## src/rtl/button_debounce.sv

```systemverilog
// button_debounce: synchronizes and debounces an active-low pushbutton, counts presses,
//   and optionally reports long presses (enable with `define BUTTON_DEBOUNCE_LONGPRESS_EN).
// Latency: press_pulse / release_pulse rise DEBOUNCE_CYCLES+2 clocks after a stable btn_n change.
// Backpressure: none; strobes are single-cycle and not held, so the consumer must sample every clock.
// Ports:
//   clk, rst       single clock; asynchronous active-high reset
//   btn_n          raw button, asynchronous to clk, 0 = pressed
//   clr            synchronous clear of press_count
//   btn_level      debounced level, 1 = pressed
//   press_pulse    one-cycle strobe when a press is accepted
//   release_pulse  one-cycle strobe when a release is accepted
//   long_pulse     one-cycle strobe once a press has been held LONG_CYCLES (0 when feature off)
//   press_count    accepted presses modulo 256
module button_debounce #(
    parameter int DEBOUNCE_CYCLES = 200,
    parameter int LONG_CYCLES     = 10000
) (
    input  logic       clk,
    input  logic       rst,
    input  logic       btn_n,
    input  logic       clr,
    output logic       btn_level,
    output logic       press_pulse,
    output logic       release_pulse,
    output logic       long_pulse,
    output logic [7:0] press_count
);

    typedef enum logic [1:0] {
        ST_IDLE        = 2'd0,
        ST_PRESS_CHK   = 2'd1,
        ST_PRESSED     = 2'd2,
        ST_RELEASE_CHK = 2'd3
    } state_t;

    localparam logic [15:0] DB_LAST = 16'(DEBOUNCE_CYCLES);

    logic        r_sync1;
    logic        r_sync2;
    logic        w_pressed;
    state_t      r_state;
    state_t      w_state_nxt;
    logic [15:0] r_cnt;
    logic [15:0] w_cnt_nxt;
    logic        w_press_set;
    logic        w_release_set;
    logic        w_level_nxt;
    logic        r_level;
    logic        r_press;
    logic        r_release;
    logic [7:0]  r_count;

    // Two-flop synchronizer; resets to the released level so reset never looks like a press.
    always_ff @(posedge clk or posedge rst) begin
        if (rst) begin
            r_sync1 <= 1'b1;
            r_sync2 <= 1'b1;
        end else begin
            r_sync1 <= btn_n;
            r_sync2 <= r_sync1;
        end
    end

    assign w_pressed = ~r_sync2;

    // State register
    always_ff @(posedge clk or posedge rst) begin
        if (rst) begin
            r_state <= ST_IDLE;
            r_cnt   <= 16'd0;
        end else begin
            r_state <= w_state_nxt;
            r_cnt   <= w_cnt_nxt;
        end
    end

    // Next-state logic. The counter only increments while below DB_LAST, so it cannot wrap.
    always_comb begin
        w_state_nxt = r_state;
        w_cnt_nxt   = 16'd0;
        case (r_state)
            ST_IDLE: begin
                if (w_pressed) begin
                    w_state_nxt = ST_PRESS_CHK;
                    w_cnt_nxt   = 16'd1;
                end
            end
            ST_PRESS_CHK: begin
                if (!w_pressed) begin
                    w_state_nxt = ST_IDLE;
                end else if (r_cnt == DB_LAST) begin
                    w_state_nxt = ST_PRESSED;
                end else begin
                    w_cnt_nxt = r_cnt + 16'd1;
                end
            end
            ST_PRESSED: begin
                if (!w_pressed) begin
                    w_state_nxt = ST_RELEASE_CHK;
                    w_cnt_nxt   = 16'd1;
                end
            end
            ST_RELEASE_CHK: begin
                if (w_pressed) begin
                    w_state_nxt = ST_PRESSED;
                end else if (r_cnt == DB_LAST) begin
                    w_state_nxt = ST_IDLE;
                end else begin
                    w_cnt_nxt = r_cnt + 16'd1;
                end
            end
            default: begin
                w_state_nxt = ST_IDLE;
            end
        endcase
    end

    // Output decode from the transition about to be taken; registered below.
    always_comb begin
        w_press_set   = (r_state == ST_PRESS_CHK)   && (w_state_nxt == ST_PRESSED);
        w_release_set = (r_state == ST_RELEASE_CHK) && (w_state_nxt == ST_IDLE);
        w_level_nxt   = (w_state_nxt == ST_PRESSED) || (w_state_nxt == ST_RELEASE_CHK);
    end

    // Registered outputs. press_count advances the cycle after press_pulse is visible, so a
    // clr presented alongside the strobe clears the old total and still counts this press.
    always_ff @(posedge clk or posedge rst) begin
        if (rst) begin
            r_level   <= 1'b0;
            r_press   <= 1'b0;
            r_release <= 1'b0;
            r_count   <= 8'd0;
        end else begin
            r_level   <= w_level_nxt;
            r_press   <= w_press_set;
            r_release <= w_release_set;
            if (clr) begin
                r_count <= r_press ? 8'd1 : 8'd0;
            end else if (r_press) begin
                r_count <= r_count + 8'd1;
            end
        end
    end

    assign btn_level     = r_level;
    assign press_pulse   = r_press;
    assign release_pulse = r_release;
    assign press_count   = r_count;

`ifdef BUTTON_DEBOUNCE_LONGPRESS_EN
    localparam logic [23:0] LONG_LAST = 24'(LONG_CYCLES);

    logic [23:0] r_hold;
    logic        r_long;
    logic        w_holding;

    assign w_holding = (r_state == ST_PRESSED) || (r_state == ST_RELEASE_CHK);

    // Hold timer restarts only on a fresh press; a release bounce back to PRESSED keeps
    // timing the same press, so long_pulse fires at most once per press. Saturates at LONG_LAST.
    always_ff @(posedge clk or posedge rst) begin
        if (rst) begin
            r_hold <= 24'd0;
            r_long <= 1'b0;
        end else begin
            r_long <= 1'b0;
            if (w_press_set) begin
                r_hold <= 24'd0;
            end else if (w_holding && (r_hold != LONG_LAST)) begin
                r_hold <= r_hold + 24'd1;
                r_long <= ((r_hold + 24'd1) == LONG_LAST);
            end
        end
    end

    assign long_pulse = r_long;
`else
    assign long_pulse = 1'b0;
`endif

endmodule

```

## config.mk

```make
export PLATFORM = sky130hd
export DESIGN_NAME = button_debounce
export DESIGN_NICKNAME = d
export VERILOG_FILES = /design/src/rtl/button_debounce.sv
export SDC_FILE = /design/constraint.sdc
export NUM_CORES = 1
export LEC_CHECK = 0
export ABC_AREA = 1
export ABC_CLOCK_PERIOD_IN_PS = 1400
export CAP_MARGIN = 20
export CORE_ASPECT_RATIO = 1.1
export CORE_MARGIN = 2
export CORE_UTILIZATION = 56
export CTS_CLUSTER_SIZE = 25
export DETAILED_ROUTE_END_ITERATION = 8
export PLACE_DENSITY = 0.83
export SYNTH_ARGS = -nofsm -noshare
export SYNTH_HDL_FRONTEND = slang
export SYNTH_SLANG_ARGS = --single-unit
export TNS_END_PERCENT = 50
```

## constraint.sdc

```tcl
create_clock -name clk -period 1.4 [get_ports clk]
set_input_delay 0.21 -clock clk [delete_from_list [all_inputs] [get_ports clk]]
set_output_delay 0.21 -clock clk [all_outputs]
set_load 0.005 [all_outputs]
```

# Word level (Yosys, flattened, before mapping)
# Index checks and enable logic that the tools add are counted.
# classes
eq_ne	6
addsub	2
order_cmp	0
n_bitwise	0
div	0
n_shift	0
n_reduce_logical	6
mux	16
mul	0
# ops
cell	n
$pmux W16 S4	1
$mux W16	3
$add A16 B1 Y16 const B	1
$eq A16 B8 Y1 const B	1
$mux W8	2
$mux W2	6
$add A8 B1 Y8 const B	1
$eq A2 B2 Y1 const B	4
$pmux W2 S4	1
$logic_not A2 Y1	2
$mux W1	3
$eq A2 B1 Y1 const B	1
$logic_and A1 B1 Y1	2
$reduce_bool A2 Y1	1
$logic_or A1 B1 Y1	1
# totals
ram_bits	0
mem_bits_ro	0
latchBits	0
reg_bits	31
elab_cells	38
mem_count	0

# Logic depth before layout (Yosys ltp)
# Gate-level depths: netlist (run 1).
# logic_depth
ltp_word	6
ltp_mapped	10
mapped_depth_nobuf	10

# Least setup slack after synthesis (run 1)
# No wires, ideal clock.
# synth_path
path_type	reg-to-reg
start	register r_cnt[0]
end	register r_cnt[1]
slack_ps	121
path_stages_with_launch	10
n_path_buf	0
arrival_time_ps	1208
path_cell_list	dfrtp_1 -> inv_1 -> ha_1 -> nand2_1 -> inv_1 -> nand2_1 -> nor2_4 -> a21oi_4 -> inv_2 -> nor2_1
# synth_via
elab_chain_cells	4
# synth_rtl
element	line	source
start: declaration	43	logic [15:0] r_cnt;
start signal: assignment	73	r_cnt <= w_cnt_nxt;
$add A16 B1 Y16 or $eq A16 B8 Y1 (tied branches)	n/a	
$mux W16 *	91, 106	
$mux W16, on equally long branches	104, 89	
$pmux W16 S4 *	81	case (r_state)
net w_cnt_nxt[1]	44	logic [15:0] w_cnt_nxt;
# The timed path passes the listed nets; every way through them passes the cells marked *.
# A chain may end at the register's enable or synchronous reset.

# Worst setup path in the final report (run 1)
# layout_path
start	register r_cnt[1]
end	register r_cnt[14]
# The elaborated chain is that of the path after synthesis.

==> key figures, run 1 <==
Status
  – Status: finished, violations left
  – Violations in the final reports: setup timing

Floorplan
  – Die Width: 55.1 um
  – Die Height: 60.2 um
  – Die area: 3320 um2
  – # IOs: 16
  – Placeable core region: 2750 um2
  – Placement row count: 20
  – Initial core utilization: 58.5%

Route
  – First-pass DRT Iterations: 4
  – Number of vias per cell after detailed routing: 5.13
  – Antenna-violating nets left: 0
  – Routed wirelength normalized by instance count: 12.8 um
  – Drc violations: 0
  – Detailed Route WL: 3.54 mm
  – Total vias in the final route: 1421
  – DRC marker count from the first detailed-route iteration: 51

Logic synthesis
  – Leading cell types by count after synthesis: 44 x nand2_1, 33 x nor2_1, 29 x dfrtp_1
  – Seq cells post-synth: 31
  – Gate count of the mapped netlist: 199
  – Top_reg_cell synth: dfrtp_1
  – Ys Warns: 0
  – Number of nets in the synthesized netlist: 206
  – Post-synth EDFFs: 0
  – Post-synthesis instance area: 1610 um2
  – Cell types with the largest area share after synthesis: dfrtp_1 45%, nand2_1 10%, nor2_1 7.7%
  – Post-synthesis async set-or-reset flop share: 100%
  – Share of Yosys cell area claimed by the top area cell type: 45.1%
  – Mean area per synthesized cell: 8.09 um2
  – Count of distinct cell types in the synthesized netlist: 27
  – Top-count cell post-synth: nand2_1
  – Sequential area share after synthesis: 48.4%
  – Cell type contributing the most total cell area after synthesis: dfrtp_1

Setup path
  – Classification of the worst setup path: flop to flop
  – Category of the worst setup path capture point: flop
  – Setup slack of the most critical reg-to-reg path: -0.08 ns
  – Buf/Inv on CP: 3
  – Worst flop-to-flop path endpoint: r_cnt[14]$_DFF_PP0_
  – Largest fanout on the critical path: 5
  – Launch instance of the worst register-to-register path: r_cnt[1]$_DFF_PP0_
  – Reg2Reg Depth: 9
  – CP top delay family: simple AND/OR/NAND/NOR gates
  – Crit. Startpoint: r_cnt[1]$_DFF_PP0_
  – Instance count on the critical path: 9
  – Setup crit start kind: flop
  – Ordered cell list for the critical path: buf_6 -> ha_4 -> nand2_4 -> nor3_4 -> buf_6 -> inv_1 -> nor2_1 -> nor2_1 -> nor2_1
  – Delay of the slowest cell on the worst path: 0.44 ns
  – Required time of the critical path: 1.66 ns
  – Cell type with the highest occurrence count on the critical path: nor2_1
  – End of the critical path: r_cnt[14]$_DFF_PP0_
  – CP arrival: 1.74 ns
  – Critical-path cell with the highest stage delay: dfrtp_1

Final layout
  – Post-route cell area: 2190 um2
  – Layout cell share with drive strength beyond 1: 31.1%
  – Antenna cells: 0
  – Area Growth Syn to Fin: 36.3%
  – Number of standard cells in the final layout excluding fillers: 277
  – Final net count: 250

CTS
  – Sink count of the clock tree: 31
  – Quantity of hold-fixing buffers added after cts: 0
  – Maximum level of the CTS H-tree: 2
  – CTS root buf: clkbuf_4
  – Insertion delay to the later sink of the worst-skew pair: 0.33 ns
  – Total CTS buffers: 5
  – TritonCTS clock tree: built
  – Bufs on Longest Clock Path: 2
  – Clock transition at path regs: 0.10 ns

Global route
  – Global Route Usage Sum: 23.9%
  – Residual overflow from global routing: 0
  – First-pass GRT wire length: 5.46 mm
  – Via count of the first global-routing pass: 1326
  – Maximum number of pins on one net before global-route repair: 27
  – Antenna violations before repair: 0

STA
  – Peak clock frequency supported by timing: 0.674 GHz
  – Final Slew Violations: 0
  – Tightest hold margin: 0.0927 ns
  – Unrepaired setup endpoints after global routing: true
  – Clock period minus worst slack: 1.48 ns
  – Final hold violations: 0
  – Maximum clock skew at final layout: 0.00722 ns
  – Final-report setup violation count: 13
  – Worst-case setup margin in the final layout: -0.0829 ns
  – Post-route fraction of the period consumed by the critical path: 106%

Min path
  – Hold Path Class: primary input to asynchronous set/reset pin

Pwr
  – Power density relative to cell area: 815 nW/um2
  – Leakage power summed over all cells: 1.09 nW
  – Worst VDD drop: 0.00102 V

Placement
  – Area after DPL: 1910 um2
  – Half-perimeter wire length after placement: 2.22 mm
  – Count of buffers inserted at the top-level ports: 14
  – Placement-stage worst setup slack: -0.0966 ns
  – Routability cong.: 0.838
  – Placed cells: 258

Flow run
  – Number of max-cap violations: 0
state kept, by name, summed over array words and instances (netlist names):
signal and cells:
r_state 2, press_count 8, r_cnt 16, r_sync1 1, btn_level 1, r_sync2 1
press_pulse 1, release_pulse 1
power breakdown:
group | internal [mW] | total (mW) | switching, mW
Clock | 0.422 | 0.737 | 0.315
Combinational | 0.0642 | 0.134 | 0.0699
Sequential | 0.905 | 0.916 | 0.0111
per-layer routing:
layer  vias up  global-route usage [%]  part of all wire [%]
met4         0                    11.5                   1.5
met5         -                       0                     0
li1        704                       -                     -
met3         4                    7.50                   3.6
met2        38                    39.1                    53
met1       675                    27.8                    41
layout by cell type (no fill, tap or decap), types with 4 or more instances in the layout:
master,count
nand2_1,36
dfrtp_1,29
nor2_1,28
inv_1,22
buf_4,17
nand3_1,10
nand2_2,10
dlygate4sd2_1,9
inv_2,8
nor2_2,8
a21oi_1,8
nand4_1,5
clkbuf_4,5
buf_6,5
nor2_4,4
xor2_1,4
stage by stage:
stage / setup TNS (ns) / power [mW] / util, %
finish: -0.368 / 1.79 / 79.7
CTS: -0.00401 / 1.77 / 75.0
global placement: -0.0985 / 1.03 / 69.2
detailed placement: -0.368 / 1.03 / 69.2
floorplan: 0 / 0.976 / -
global route: -1.61 / 1.86 / 79.7
repair_timing:
| item | in CTS | in global routing |
|---|---|---|
| endpoints found under the setup margin | 25 | 22 |
| pin swaps | 1 | 9 |
| buffers inserted | 9 | 2 |
| resized for setup | 15 | 34 |
logic make-up (layout without fill, tap and decap cells):
family                     Yosys count  count (layout)  synth area share, %
and+or+nand+nor                    110             110                 31.6
buffers and inverters               32              77                 7.70
DFF                                 31              31                 48.4
AOI/OAI and AO/OA                   16              16                 5.99
xor gates and xnor gates             6               6                 3.73
adders and majority gates            3               3                 2.33
other                                1               1                0.233
worst reg2reg max path, cell delays in order (launching register included):
cell	delay, ns
dfrtp_1	0.44
buf_6	0.13
ha_4	0.13
nand2_4	0.07
nor3_4	0.21
buf_6	0.14
inv_1	0.04
nor2_1	0.07
nor2_1	0.05
nor2_1	0.13
area by class of cell:
cell class | count | area [um2]
timing repair buffer | 38 | 358
multi-input combinational | 136 | 801
clock buffer | 6 | 51.3
tap | 33 | 41.3
fill | 185 | 559
clock inverter | 2 | 35.0
sequential | 31 | 778
inverter | 31 | 129
worst min path at each step:
stage | from | to | slack (ns) | depth (start not counted)
2_1_floorplan | btn_n | r_sync1$_DFF_PP1_ | 0.21 | 0
3_3_place_gp | r_sync1$_DFF_PP1_ | r_sync2$_DFF_PP1_ | 0.35 | 0
3_5_place_dp | r_sync1$_DFF_PP1_ | r_sync2$_DFF_PP1_ | 0.35 | 0
4_1_cts | rst | r_state[1]$_DFF_PP0_ | 0.08 | 2
5_1_grt | rst | r_state[1]$_DFF_PP0_ | 0.09 | 2
6_report | rst | r_state[1]$_DFF_PP0_ | 0.09 | 2
Note: power is estimated with default switching activity, not from simulation.
==> inputs of run 2 (changes only) <==
Settings changed: PLACE_DENSITY 0.83 to 0.79.
==> run 2 against run 1 <==
The run still ends with setup timing left. Sequential power is essentially flat. Core utilization down 4.0 points. Die area stayed put. Power fell by 15%. Wire length increased by 4.8%. Sequential cell count is the same. Critical endpoint unchanged.
==> key figures, run 2 (synthesis gave the netlist of run 1 again) <==
Status
  – Status: finished, violations left
  – Violations in the final reports: setup timing

STA
  – Maximum clock skew at final layout: 0.0130 ns (+0.00577 ns)
  – Post-route fraction of the period consumed by the critical path: 105% (-0.64 points)
  – Unrepaired setup endpoints after global routing: true
  – Peak clock frequency supported by timing: 0.678 GHz (+0.61%)
  – Worst-case setup margin in the final layout: -0.0740 ns (+0.00895 ns)
  – Final Slew Violations: 0 (unchanged)
  – Clock period minus worst slack: 1.47 ns (-0.00895 ns)
  – Final hold violations: 0 (unchanged)
  – Final-report setup violation count: 8 (-5)

Setup path
  – Setup crit start kind: flop
  – Category of the worst setup path capture point: flop
  – Required time of the critical path: 1.69 ns (+0.03 ns)
  – Cell type with the highest occurrence count on the critical path: nor2_1
  – Largest fanout on the critical path: 4 (-1)
  – Critical-path cell with the highest stage delay: dfrtp_1
  – Buf/Inv on CP: 3 (unchanged)
  – Ordered cell list for the critical path: buf_4 -> ha_4 -> nand2_4 -> nor3_4 -> buf_4 -> inv_1 -> nor2_1 -> nor2_1 -> nor2_1
  – Delay of the slowest cell on the worst path: 0.39 ns (-0.05 ns)
  – Classification of the worst setup path: flop to flop
  – CP arrival: 1.76 ns (+0.02 ns)
  – CP top delay family: simple AND/OR/NAND/NOR gates

Global route
  – Maximum number of pins on one net before global-route repair: 22 (-19%)
  – Global Route Usage Sum: 24.4% (+0.55 points)
  – Residual overflow from global routing: 0 (unchanged)
  – Antenna violations before repair: 0 (unchanged)
  – First-pass GRT wire length: 5.63 mm (+3.0%)
  – Via count of the first global-routing pass: 1344 (+1.4%)

Placement
  – Placement-stage worst setup slack: -0.0749 ns (+0.0217 ns)
  – Half-perimeter wire length after placement: 2.45 mm (+11%)
  – Routability cong.: 0.816 (-2.7%)
  – Count of buffers inserted at the top-level ports: 14 (unchanged)

Floorplan
  – Die area: 3320 um2 (unchanged)
  – Die Width: 55.1 um (unchanged)
  – Placement row count: 20 (unchanged)
  – Placeable core region: 2750 um2 (unchanged)
  – Die Height: 60.2 um (unchanged)
  – # IOs: 16 (unchanged)
  – Initial core utilization: 58.5% (unchanged)

CTS
  – TritonCTS clock tree: built
  – Clock transition at path regs: 0.10 ns (about the same)
  – Total CTS buffers: 5 (unchanged)
  – Quantity of hold-fixing buffers added after cts: 0 (unchanged)
  – Maximum level of the CTS H-tree: 2 (unchanged)
  – Sink count of the clock tree: 31 (unchanged)
  – Bufs on Longest Clock Path: 2 (unchanged)
  – CTS root buf: clkbuf_4
  – Insertion delay to the later sink of the worst-skew pair: 0.34 ns (about the same)

Route
  – DRC marker count from the first detailed-route iteration: 49 (-3.9%)
  – Routed wirelength normalized by instance count: 13.3 um (+4.4%)
  – Antenna-violating nets left: 0 (unchanged)
  – Number of vias per cell after detailed routing: 5.11 (-0.36%)
  – First-pass DRT Iterations: 4 (unchanged)
  – Total vias in the final route: 1421 (unchanged)
  – Detailed Route WL: 3.71 mm (+4.8%)
  – Drc violations: 0 (unchanged)

Flow run
  – Number of max-cap violations: 0 (unchanged)

Final layout
  – Commonest cells after routing, fill and taps aside: 39 x nand2_1, 32 x nor2_1, 29 x dfrtp_1
  – Max FFs per register: 16 (unchanged)
  – Antenna cells: 0 (unchanged)
  – Final core utilization: 75.6% (-4.0 points)
  – Register ranked first by flip-flop count: r_cnt
  – Most common cell after layout, fill and taps aside: nand2_1
  – Area Growth Syn to Fin: 29.4%
  – Layout cell share with drive strength beyond 1: 26.5% (-4.6 points)
  – Final net count: 251 (+0.40%)

Pwr
  – Worst VDD drop: 0.000662 V (-35%)
  – Leakage power summed over all cells: 1.06 nW (-2.9%)
  – Power density relative to cell area: 733 nW/um2 (-10%)

Min path
  – Hold Path Class: primary input to asynchronous set/reset pin
==> run 2: worst paths after layout <==
kind | start | end | slack, ns | depth (start not counted)
worst max-delay path | r_cnt[0]$_DFF_PP0_ | r_cnt[14]$_DFF_PP0_ | -0.07 | 9
worst max register to register | r_cnt[0]$_DFF_PP0_ | r_cnt[14]$_DFF_PP0_ | -0.07 | 9
worst min-delay path | rst | press_count[0]$_DFFE_PP0P_ | 0.16 | 3
worst min register to register | r_sync1$_DFF_PP1_ | r_sync2$_DFF_PP1_ | 0.36 | 0
max in group asynchronous | rst | r_cnt[15]$_DFF_PP0_ | 0.94 | 3
min in group clk | btn_n | r_sync1$_DFF_PP1_ | 0.27 | 1
==> run 2: layer usage <==
metal  wire length, um  vias up  global-route usage [%]
li1                  -      709                       -
met1              1460      674                    26.8
met2              2050       31                    42.5
met3               140        7                    7.75
met4                55        0                    10.1
met5                 0        -                       0
==> run 2: area by class of cell <==
cell class                 instances  area, um2
timing repair buffer              38        318
multi-input combinational        137        778
clock inverter                     1       5.00
clock buffer                       7       45.0
sequential                        31        778
tap                               33       41.3
inverter                          31        116
fill                             198        671
==> run 2: metrics by stage <==
step                power (mW)  setup TNS, ns  instances  cell area (um2)  hold slack (ns)
floorplan                0.976              0        199             1610            0.214
global placement          1.01        -0.0372        256             1870            0.346
detailed placement        1.02         -0.258        256             1870            0.351
CTS                       1.52         -0.179        272             1970            0.167
global route              1.59          -1.37        278             2080            0.187
finish                    1.53         -0.192        278             2080            0.156
==> run 2: power by group <==
part | internal, mW | switching, mW | total [mW]
registers | 0.905 | 0.00869 | 0.914
logic | 0.0450 | 0.0594 | 0.104
clock network | 0.195 | 0.311 | 0.507
==> run 2: worst register-to-register path, delay by kind of cell (launching register included) <==
family	cells	cell delay, ns
and+or+nand+nor	5	0.55
DFF	1	0.39
buffers and inverters	3	0.35
adders and majority gates	1	0.14
==> run 2: what timing repair did <==
action	CTS	global route
endpoints found under the setup margin	27	22
buffers inserted	8	5
gates resized for setup	10	19
pin swaps	1	9
cloned	0	1
